**src/rtl/pnr_fifo_drain_master.sv**
```systemverilog
// System-bus initiator that polls the PNR FIFO counter, burst-reads the FIFO data
// window into a one-deep valid/ready stream, and issues FIFO reset write pairs.
module pnr_fifo_drain_master #(
    parameter logic [31:0] BASE_ADDR   = 32'h0000_0000,
    parameter logic [19:0] OFF_DATA    = 20'h00070,
    parameter logic [19:0] OFF_CNT     = 20'h00074,
    parameter logic [19:0] OFF_RST     = 20'h00078,
    parameter int unsigned MAX_BURST   = 64,
    parameter int unsigned POLL_GAP    = 8,
    parameter int unsigned ACK_TIMEOUT = 16
) (
    input  logic        clk_i,
    input  logic        rst_i,
    input  logic        enable_i,
    input  logic        flush_i,
    input  logic        err_clr_i,
    output logic [31:0] sys_addr_o,
    output logic [31:0] sys_wdata_o,
    output logic        sys_wen_o,
    output logic        sys_ren_o,
    input  logic [31:0] sys_rdata_i,
    input  logic        sys_err_i,
    input  logic        sys_ack_i,
    output logic [13:0] m_data_o,
    output logic        m_valid_o,
    input  logic        m_ready_i,
    output logic        busy_o,
    output logic        err_o,
    output logic [31:0] words_read_o
);
    localparam int unsigned TW = $clog2(ACK_TIMEOUT + 1);
    localparam int unsigned GW = (POLL_GAP > 1) ? $clog2(POLL_GAP) : 1;

    localparam logic [TW-1:0] TMO_LAST  = TW'(ACK_TIMEOUT);
    localparam logic [GW-1:0] GAP_LAST  = GW'(POLL_GAP - 1);
    localparam logic [15:0]   BURST_MAX = 16'(MAX_BURST);

    localparam logic [31:0] ADDR_DATA = BASE_ADDR | {12'h000, OFF_DATA};
    localparam logic [31:0] ADDR_CNT  = BASE_ADDR | {12'h000, OFF_CNT};
    localparam logic [31:0] ADDR_RST  = BASE_ADDR | {12'h000, OFF_RST};

    typedef enum logic [2:0] {
        ST_IDLE   = 3'd0,
        ST_FLUSH1 = 3'd1,
        ST_FLUSH0 = 3'd2,
        ST_POLL   = 3'd3,
        ST_DREAD  = 3'd4,
        ST_HOLD   = 3'd5,
        ST_WAITP  = 3'd6
    } state_t;

    state_t        state_q,       state_d;
    logic [31:0]   addr_q,        addr_d;
    logic [31:0]   wdata_q,       wdata_d;
    logic          wen_q,         wen_d;
    logic          ren_q,         ren_d;
    logic [TW-1:0] tmo_q,         tmo_d;
    logic [GW-1:0] gap_q,         gap_d;
    logic [1:0]    hold_q,        hold_d;
    logic [15:0]   burst_q,       burst_d;
    logic [13:0]   data_q,        data_d;
    logic          valid_q,       valid_d;
    logic          busy_q,        busy_d;
    logic          err_q,         err_d;
    logic [31:0]   words_q,       words_d;
    logic          flush_pend_q,  flush_pend_d;
    logic          flush_again_q, flush_again_d;

    logic          ack_seen_s;
    logic          ack_ok_s;
    logic          bus_fail_s;
    logic          err_set_s;
    logic [15:0]   burst_rem_s;

    // An ack in the request cycle itself is not a response to this request.
    assign ack_seen_s = sys_ack_i && !ren_q && !wen_q;
    assign ack_ok_s   = ack_seen_s && !sys_err_i;
    assign bus_fail_s = (ack_seen_s && sys_err_i) || (!ack_seen_s && (tmo_q == TMO_LAST));

    // Next-state and next-output logic for the drain sequencer.
    always_comb begin
        state_d       = state_q;
        addr_d        = addr_q;
        wdata_d       = wdata_q;
        wen_d         = 1'b0;
        ren_d         = 1'b0;
        tmo_d         = tmo_q;
        gap_d         = gap_q;
        hold_d        = hold_q;
        burst_d       = burst_q;
        data_d        = data_q;
        words_d       = words_q;
        err_set_s     = 1'b0;
        burst_rem_s   = burst_q - 16'd1;
        flush_pend_d  = flush_pend_q | flush_i;
        if (valid_q && m_ready_i) begin
            valid_d = 1'b0;
        end else begin
            valid_d = valid_q;
        end
        // A request arriving mid-sequence must buy one more full sequence.
        if (flush_i && ((state_q == ST_FLUSH1) || (state_q == ST_FLUSH0))) begin
            flush_again_d = 1'b1;
        end else begin
            flush_again_d = flush_again_q;
        end

        case (state_q)
            ST_IDLE: begin
                if (err_q) begin
                    state_d = ST_IDLE;
                end else if (flush_pend_q) begin
                    state_d = ST_FLUSH1;
                    addr_d  = ADDR_RST;
                    wdata_d = 32'h0000_0001;
                    wen_d   = 1'b1;
                    tmo_d   = '0;
                end else if (enable_i && !valid_q) begin
                    state_d = ST_POLL;
                    addr_d  = ADDR_CNT;
                    ren_d   = 1'b1;
                    tmo_d   = '0;
                end else begin
                    state_d = ST_IDLE;
                end
            end
            ST_FLUSH1: begin
                if (ack_ok_s) begin
                    state_d = ST_FLUSH0;
                    wdata_d = 32'h0000_0000;
                    wen_d   = 1'b1;
                    tmo_d   = '0;
                end else if (bus_fail_s) begin
                    err_set_s     = 1'b1;
                    flush_again_d = 1'b0;
                    state_d       = ST_IDLE;
                end else begin
                    tmo_d = tmo_q + TW'(1);
                end
            end
            ST_FLUSH0: begin
                if (ack_ok_s) begin
                    flush_pend_d  = flush_again_q | flush_i;
                    flush_again_d = 1'b0;
                    state_d       = ST_IDLE;
                end else if (bus_fail_s) begin
                    err_set_s     = 1'b1;
                    flush_again_d = 1'b0;
                    state_d       = ST_IDLE;
                end else begin
                    tmo_d = tmo_q + TW'(1);
                end
            end
            ST_POLL: begin
                if (ack_ok_s) begin
                    if (!enable_i || flush_pend_q || flush_i) begin
                        state_d = ST_IDLE;
                    end else if (sys_rdata_i == 32'd0) begin
                        state_d = ST_WAITP;
                        gap_d   = '0;
                    end else begin
                        state_d = ST_DREAD;
                        addr_d  = ADDR_DATA;
                        ren_d   = 1'b1;
                        tmo_d   = '0;
                        if (sys_rdata_i > 32'(MAX_BURST)) begin
                            burst_d = BURST_MAX;
                        end else begin
                            burst_d = sys_rdata_i[15:0];
                        end
                    end
                end else if (bus_fail_s) begin
                    err_set_s = 1'b1;
                    state_d   = ST_IDLE;
                end else begin
                    tmo_d = tmo_q + TW'(1);
                end
            end
            ST_DREAD: begin
                if (ack_ok_s) begin
                    data_d  = sys_rdata_i[13:0];
                    valid_d = 1'b1;
                    words_d = words_q + 32'd1;
                    hold_d  = 2'd1;
                    state_d = ST_HOLD;
                end else if (bus_fail_s) begin
                    err_set_s = 1'b1;
                    burst_d   = 16'd0;
                    state_d   = ST_IDLE;
                end else begin
                    tmo_d = tmo_q + TW'(1);
                end
            end
            ST_HOLD: begin
                // Leave only once the sample is taken and the FIFO pop has settled.
                if ((!valid_q || m_ready_i) && (hold_q == 2'd2)) begin
                    burst_d = burst_rem_s;
                    if ((burst_rem_s != 16'd0) && enable_i && !flush_pend_q && !flush_i) begin
                        state_d = ST_DREAD;
                        addr_d  = ADDR_DATA;
                        ren_d   = 1'b1;
                        tmo_d   = '0;
                    end else begin
                        state_d = ST_IDLE;
                    end
                end else if (hold_q != 2'd2) begin
                    hold_d = hold_q + 2'd1;
                end else begin
                    hold_d = hold_q;
                end
            end
            ST_WAITP: begin
                if (!enable_i || flush_pend_q) begin
                    state_d = ST_IDLE;
                end else if (gap_q == GAP_LAST) begin
                    state_d = ST_IDLE;
                end else begin
                    gap_d = gap_q + GW'(1);
                end
            end
            default: begin
                state_d = ST_IDLE;
            end
        endcase

        if (err_clr_i) begin
            err_d = 1'b0;
        end else if (err_set_s) begin
            err_d = 1'b1;
        end else begin
            err_d = err_q;
        end
        busy_d = (state_d != ST_IDLE);
    end

    // State and output registers with synchronous reset.
    always_ff @(posedge clk_i) begin
        if (rst_i) begin
            state_q       <= ST_IDLE;
            addr_q        <= BASE_ADDR;
            wdata_q       <= 32'h0000_0000;
            wen_q         <= 1'b0;
            ren_q         <= 1'b0;
            tmo_q         <= '0;
            gap_q         <= '0;
            hold_q        <= 2'd0;
            burst_q       <= 16'd0;
            data_q        <= 14'd0;
            valid_q       <= 1'b0;
            busy_q        <= 1'b0;
            err_q         <= 1'b0;
            words_q       <= 32'd0;
            flush_pend_q  <= 1'b0;
            flush_again_q <= 1'b0;
        end else begin
            state_q       <= state_d;
            addr_q        <= addr_d;
            wdata_q       <= wdata_d;
            wen_q         <= wen_d;
            ren_q         <= ren_d;
            tmo_q         <= tmo_d;
            gap_q         <= gap_d;
            hold_q        <= hold_d;
            burst_q       <= burst_d;
            data_q        <= data_d;
            valid_q       <= valid_d;
            busy_q        <= busy_d;
            err_q         <= err_d;
            words_q       <= words_d;
            flush_pend_q  <= flush_pend_d;
            flush_again_q <= flush_again_d;
        end
    end

    assign sys_addr_o   = addr_q;
    assign sys_wdata_o  = wdata_q;
    assign sys_wen_o    = wen_q;
    assign sys_ren_o    = ren_q;
    assign m_data_o     = data_q;
    assign m_valid_o    = valid_q;
    assign busy_o       = busy_q;
    assign err_o        = err_q;
    assign words_read_o = words_q;

endmodule

```
**config.mk**
```make
export PLATFORM = sky130hd
export DESIGN_NAME = pnr_fifo_drain_master
export DESIGN_NICKNAME = d
export VERILOG_FILES = /design/src/rtl/pnr_fifo_drain_master.sv
export SDC_FILE = /design/constraint.sdc
export NUM_CORES = 1
export LEC_CHECK = 0
export CORE_MARGIN = 4
export CORE_UTILIZATION = 35
export DETAILED_ROUTE_END_ITERATION = 7
export PLACE_DENSITY_LB_ADDON = 0.1
export SLEW_MARGIN = 20
export SYNTH_ARGS = -nofsm -noshare
export SYNTH_HDL_FRONTEND = slang
export SYNTH_SLANG_ARGS = --single-unit
```
**constraint.sdc**
```tcl
create_clock -name clk_i -period 3.6 [get_ports clk_i]
set_input_delay 0.72 -clock clk_i [delete_from_list [all_inputs] [get_ports clk_i]]
set_output_delay 0.72 -clock clk_i [all_outputs]
set_load 0.02 [all_outputs]
```
==> impl_metrics.env <==
export IMPL_grt_pass1_vias=4247
export IMPL_drive_gt1_frac=0.07887
export IMPL_ys_seq_area_frac=0.3389
export IMPL_drv_cap=0
export IMPL_power_leakage_uw=0.002162
export IMPL_totalWireLength_mm=14.20
export IMPL_drcViolationCount=0
export IMPL_cp_max_fo=10
export IMPL_coreArea_mm2=0.01404
export IMPL_slew_headroom=0.3058
export IMPL_track_usage=0.1658
export IMPL_rows=43
export IMPL_reg2reg_slack_ns=0.64
export IMPL_worstMarginPinSlew_ns=1.041
export IMPL_clock_sinks=86
export IMPL_postCtsHoldBufs=0
export IMPL_critPathKind="reg2reg"
export IMPL_hold_depth=2
export IMPL_min_to="m_data_o[12]"
export IMPL_grt_max_degree=53
export IMPL_die_w_um=128.5
export IMPL_clkTransAtPathRegs_ns=0.06
export IMPL_cp_cell_sequence="inv_1, ha_1, or3b_4, o32ai_1, a32o_1, a41oi_1, or3_1, and4b_1"
export IMPL_initial_core_util=0.3618
export IMPL_drt_initial_drc_count=215
export IMPL_cts_htree_levels=3
export IMPL_cp_top_family="simple AND/OR/NAND/NOR gates"
export IMPL_grt_overflow=0
export IMPL_r2r_cells=8
export IMPL_cts_tree="yes"
export IMPL_crit_arrival_ns=3.19
export IMPL_drt_pass1_iterations=5
export IMPL_period_needed_ns=2.961
export IMPL_ys_flop_type="dfxtp_1"
export IMPL_min_from="m_data_o[12]"
export IMPL_syn_area_mm2=0.005080
export IMPL_final_area_mm2=0.006275
export IMPL_ys_async_sr_fraction=0
export IMPL_tns_ns=0
export IMPL_rsz0062_at_grt="no"
export IMPL_synth_edff_count=0
export IMPL_final_cells=890
export IMPL_critical_path_required_ns=3.83
export IMPL_placed_cells=874
export IMPL_setup_viol=0
export IMPL_min_path_type="reg2reg"
export IMPL_io_buffer_count=96
export IMPL_clk_latency_ns=0.35
export IMPL_synth_cells=618
export IMPL_yosysUniqueCellTypes=79
export IMPL_yosys_register_bits=86
export IMPL_dpl_hpwl_mm=10.49
export IMPL_cp_num_buf_inv=1
export IMPL_via_count=4681
export IMPL_ant_nets=0
export IMPL_place_congestion=0.8756
export IMPL_die_area_mm2=0.01651
export IMPL_peakVddDrop_v=0.0002542
export IMPL_io_pin_count=155
export IMPL_final_max_slew_viol_count=0
export IMPL_dieHeight_um=128.5
export IMPL_grt_pass1_wl_mm=22.11
export IMPL_layout_nets=753
export IMPL_finalClockSkew_ns=0.009982
export IMPL_outcome="finished clean"
export IMPL_antenna_found_initial=0
export IMPL_start_kind="register"
export IMPL_clockBufferDepth=2
export IMPL_finalHoldViolCount=0
export IMPL_place_area_mm2=0.005969
export IMPL_cts_root_buf="clkbuf_16"
export IMPL_p_per_area_mw_per_mm2=390.6
export IMPL_max_stage_delay_ns=0.55
export IMPL_yosys_warnings=0
export IMPL_period_share=0.8224
export IMPL_max_freq_mhz=337.8
export IMPL_synthToLayoutAreaGrowth_pct=23.52
export IMPL_cts_setup_buffers=0
export IMPL_cts_buffers=9
export IMPL_endpoint_kind="register"
export IMPL_cts_resized=0
export IMPL_slowest_stage="or3_1"
export IMPL_diodes=0
export IMPL_viasPerCell=5.260
export IMPL_whs_ns=0.4542
export IMPL_reg2reg_to="sys_ren_o"
export IMPL_worstReg2RegStart="burst_q[0]"
export IMPL_wl_per_cell_um=15.95
export IMPL_synth_avg_cell_area_um2=8.220
-- cells by family after synthesis --
group / synth area share
and+or+nand+nor: 0.2773
AOI/OAI and AO/OA: 0.1825
muxes: 0.003941
other: 0.0007382
buffers and inverters: 0.1286
xor gates and xnor gates: 0.04827
adders and majority gates: 0.01971
DFF: 0.3389
-- worst max path at each step --
| stage | startpoint | endpoint | slack [ns] | cells after the start |
|---|---|---|---|---|
| after floorplan | burst_q[0] | tmo_q[0] | 1.08 | 10 |
| after global placement | sys_rdata_i[1] | burst_q[3] | 0.32 | 8 |
| after detailed placement | sys_rdata_i[0] | burst_q[14] | 0.36 | 9 |
| after CTS | burst_q[1] | sys_ren_o | 0.66 | 8 |
| after global routing | burst_q[1] | tmo_q[2] | 0.47 | 8 |
| final | burst_q[0] | sys_ren_o | 0.64 | 8 |
-- synth_stat cells, types with 6 or more instances --
cell | n | area (um2)
inv_1 | 12 | 45.04
or3_1 | 15 | 93.84
o31ai_1 | 8 | 60.06
nor2b_1 | 6 | 37.54
nor4_1 | 10 | 62.56
buf_4 | 61 | 457.9
nand4_1 | 13 | 81.33
nand3_1 | 19 | 95.09
xor2_1 | 6 | 52.55
clkbuf_1 | 22 | 82.58
xnor2_1 | 22 | 192.7
nor3b_1 | 6 | 45.04
nor3_1 | 25 | 125.1
ha_1 | 8 | 100.1
nand2_1 | 57 | 214.0
a21oi_1 | 49 | 245.2
nor2_1 | 59 | 221.5
nand2b_1 | 9 | 56.30
dfxtp_1 | 86 | 1722
a31oi_1 | 6 | 37.54
o21ai_0 | 14 | 70.07
-- layout make-up --
type | count | area, um2
Sequential cell | 86 | 1722
Multi-Input combinational cell | 488 | 2919
Inverter | 12 | 45.04
Fill cell | 1442 | 7767
Clock buffer | 9 | 225.2
Timing Repair Buffer | 108 | 1059
Clock inverter | 7 | 80.08
Tap cell | 180 | 225.2
-- report_power, final --
group | switching [uW] | internal, uW | total [uW]
Combinational | 285 | 183 | 468
Clock | 419 | 548 | 967
Sequential | 38.5 | 977 | 1020
Total | 743 | 1710 | 2450
-- registers in the layout, indices dropped and copies added (netlist names), 2 cells and up --
register,cells
gap_q,3
m_data_o,14
hold_q,2
words_read_o,32
sys_addr_o,3
tmo_q,5
burst_q,16
state_q,3
-- cells in the final DEF (no fill, tap or decap), types with 3 or more instances in the layout --
cell type        instances
nand3_1                 19
o21ai_0                 14
clkbuf_16                9
conb_1                  58
dfxtp_1                 86
a211oi_1                 5
o21ai_1                  4
a31oi_1                  6
a2111oi_0                3
inv_1                   12
or3_1                   15
o31ai_1                  8
nand2b_1                 9
nor4_1                  10
nand2_1                 57
o21bai_1                 4
nand4_1                 13
nor2b_1                  6
a311oi_1                 3
a21oi_1                 49
o22ai_1                  3
a41oi_1                  5
ha_1                     8
and3_1                   4
xnor2_1                 22
o211ai_1                 3
nor2_1                  59
nand3b_1                 5
clkdlybuf4s50_1         95
buf_4                   11
nor3_1                  25
or4_1                    3
xor2_1                   6
and4_1                   5
nor3b_1                  6
-- layer usage --
layer  vias to the layer above  global-route usage  routed length (um)  share of wire
met2                       159              0.2737                6808           0.48
met4                         0             0.04182                 136         0.0096
li1                       2286                   -                   -              -
met1                      2226              0.2096                6206           0.44
met5                         -                   0                   0              0
met3                        10             0.05396                1048          0.074
-- tightest hold or removal path: stages (launching register included) --
cell and delay (ns):
dfxtp_1 0.31, nand2_1 0.05, a21oi_1 0.05
-- per-stage QoR --
| step | utilization | power, uW | setup slack [ns] |
|---|---|---|---|
| 6_report | 0.4469 | 2451 | 0.6393 |
| 5_1_grt | 0.4469 | 2565 | 0.4676 |
| 4_1_cts | 0.4469 | 2483 | 0.6590 |
| 3_5_place_dp | 0.4251 | 1499 | 0.3638 |
| 3_3_place_gp | 0.4251 | 1498 | 0.3192 |
| 2_1_floorplan | - | 1399 | 1.081 |
No activity file was read; power rests on OpenSTA's default activity.
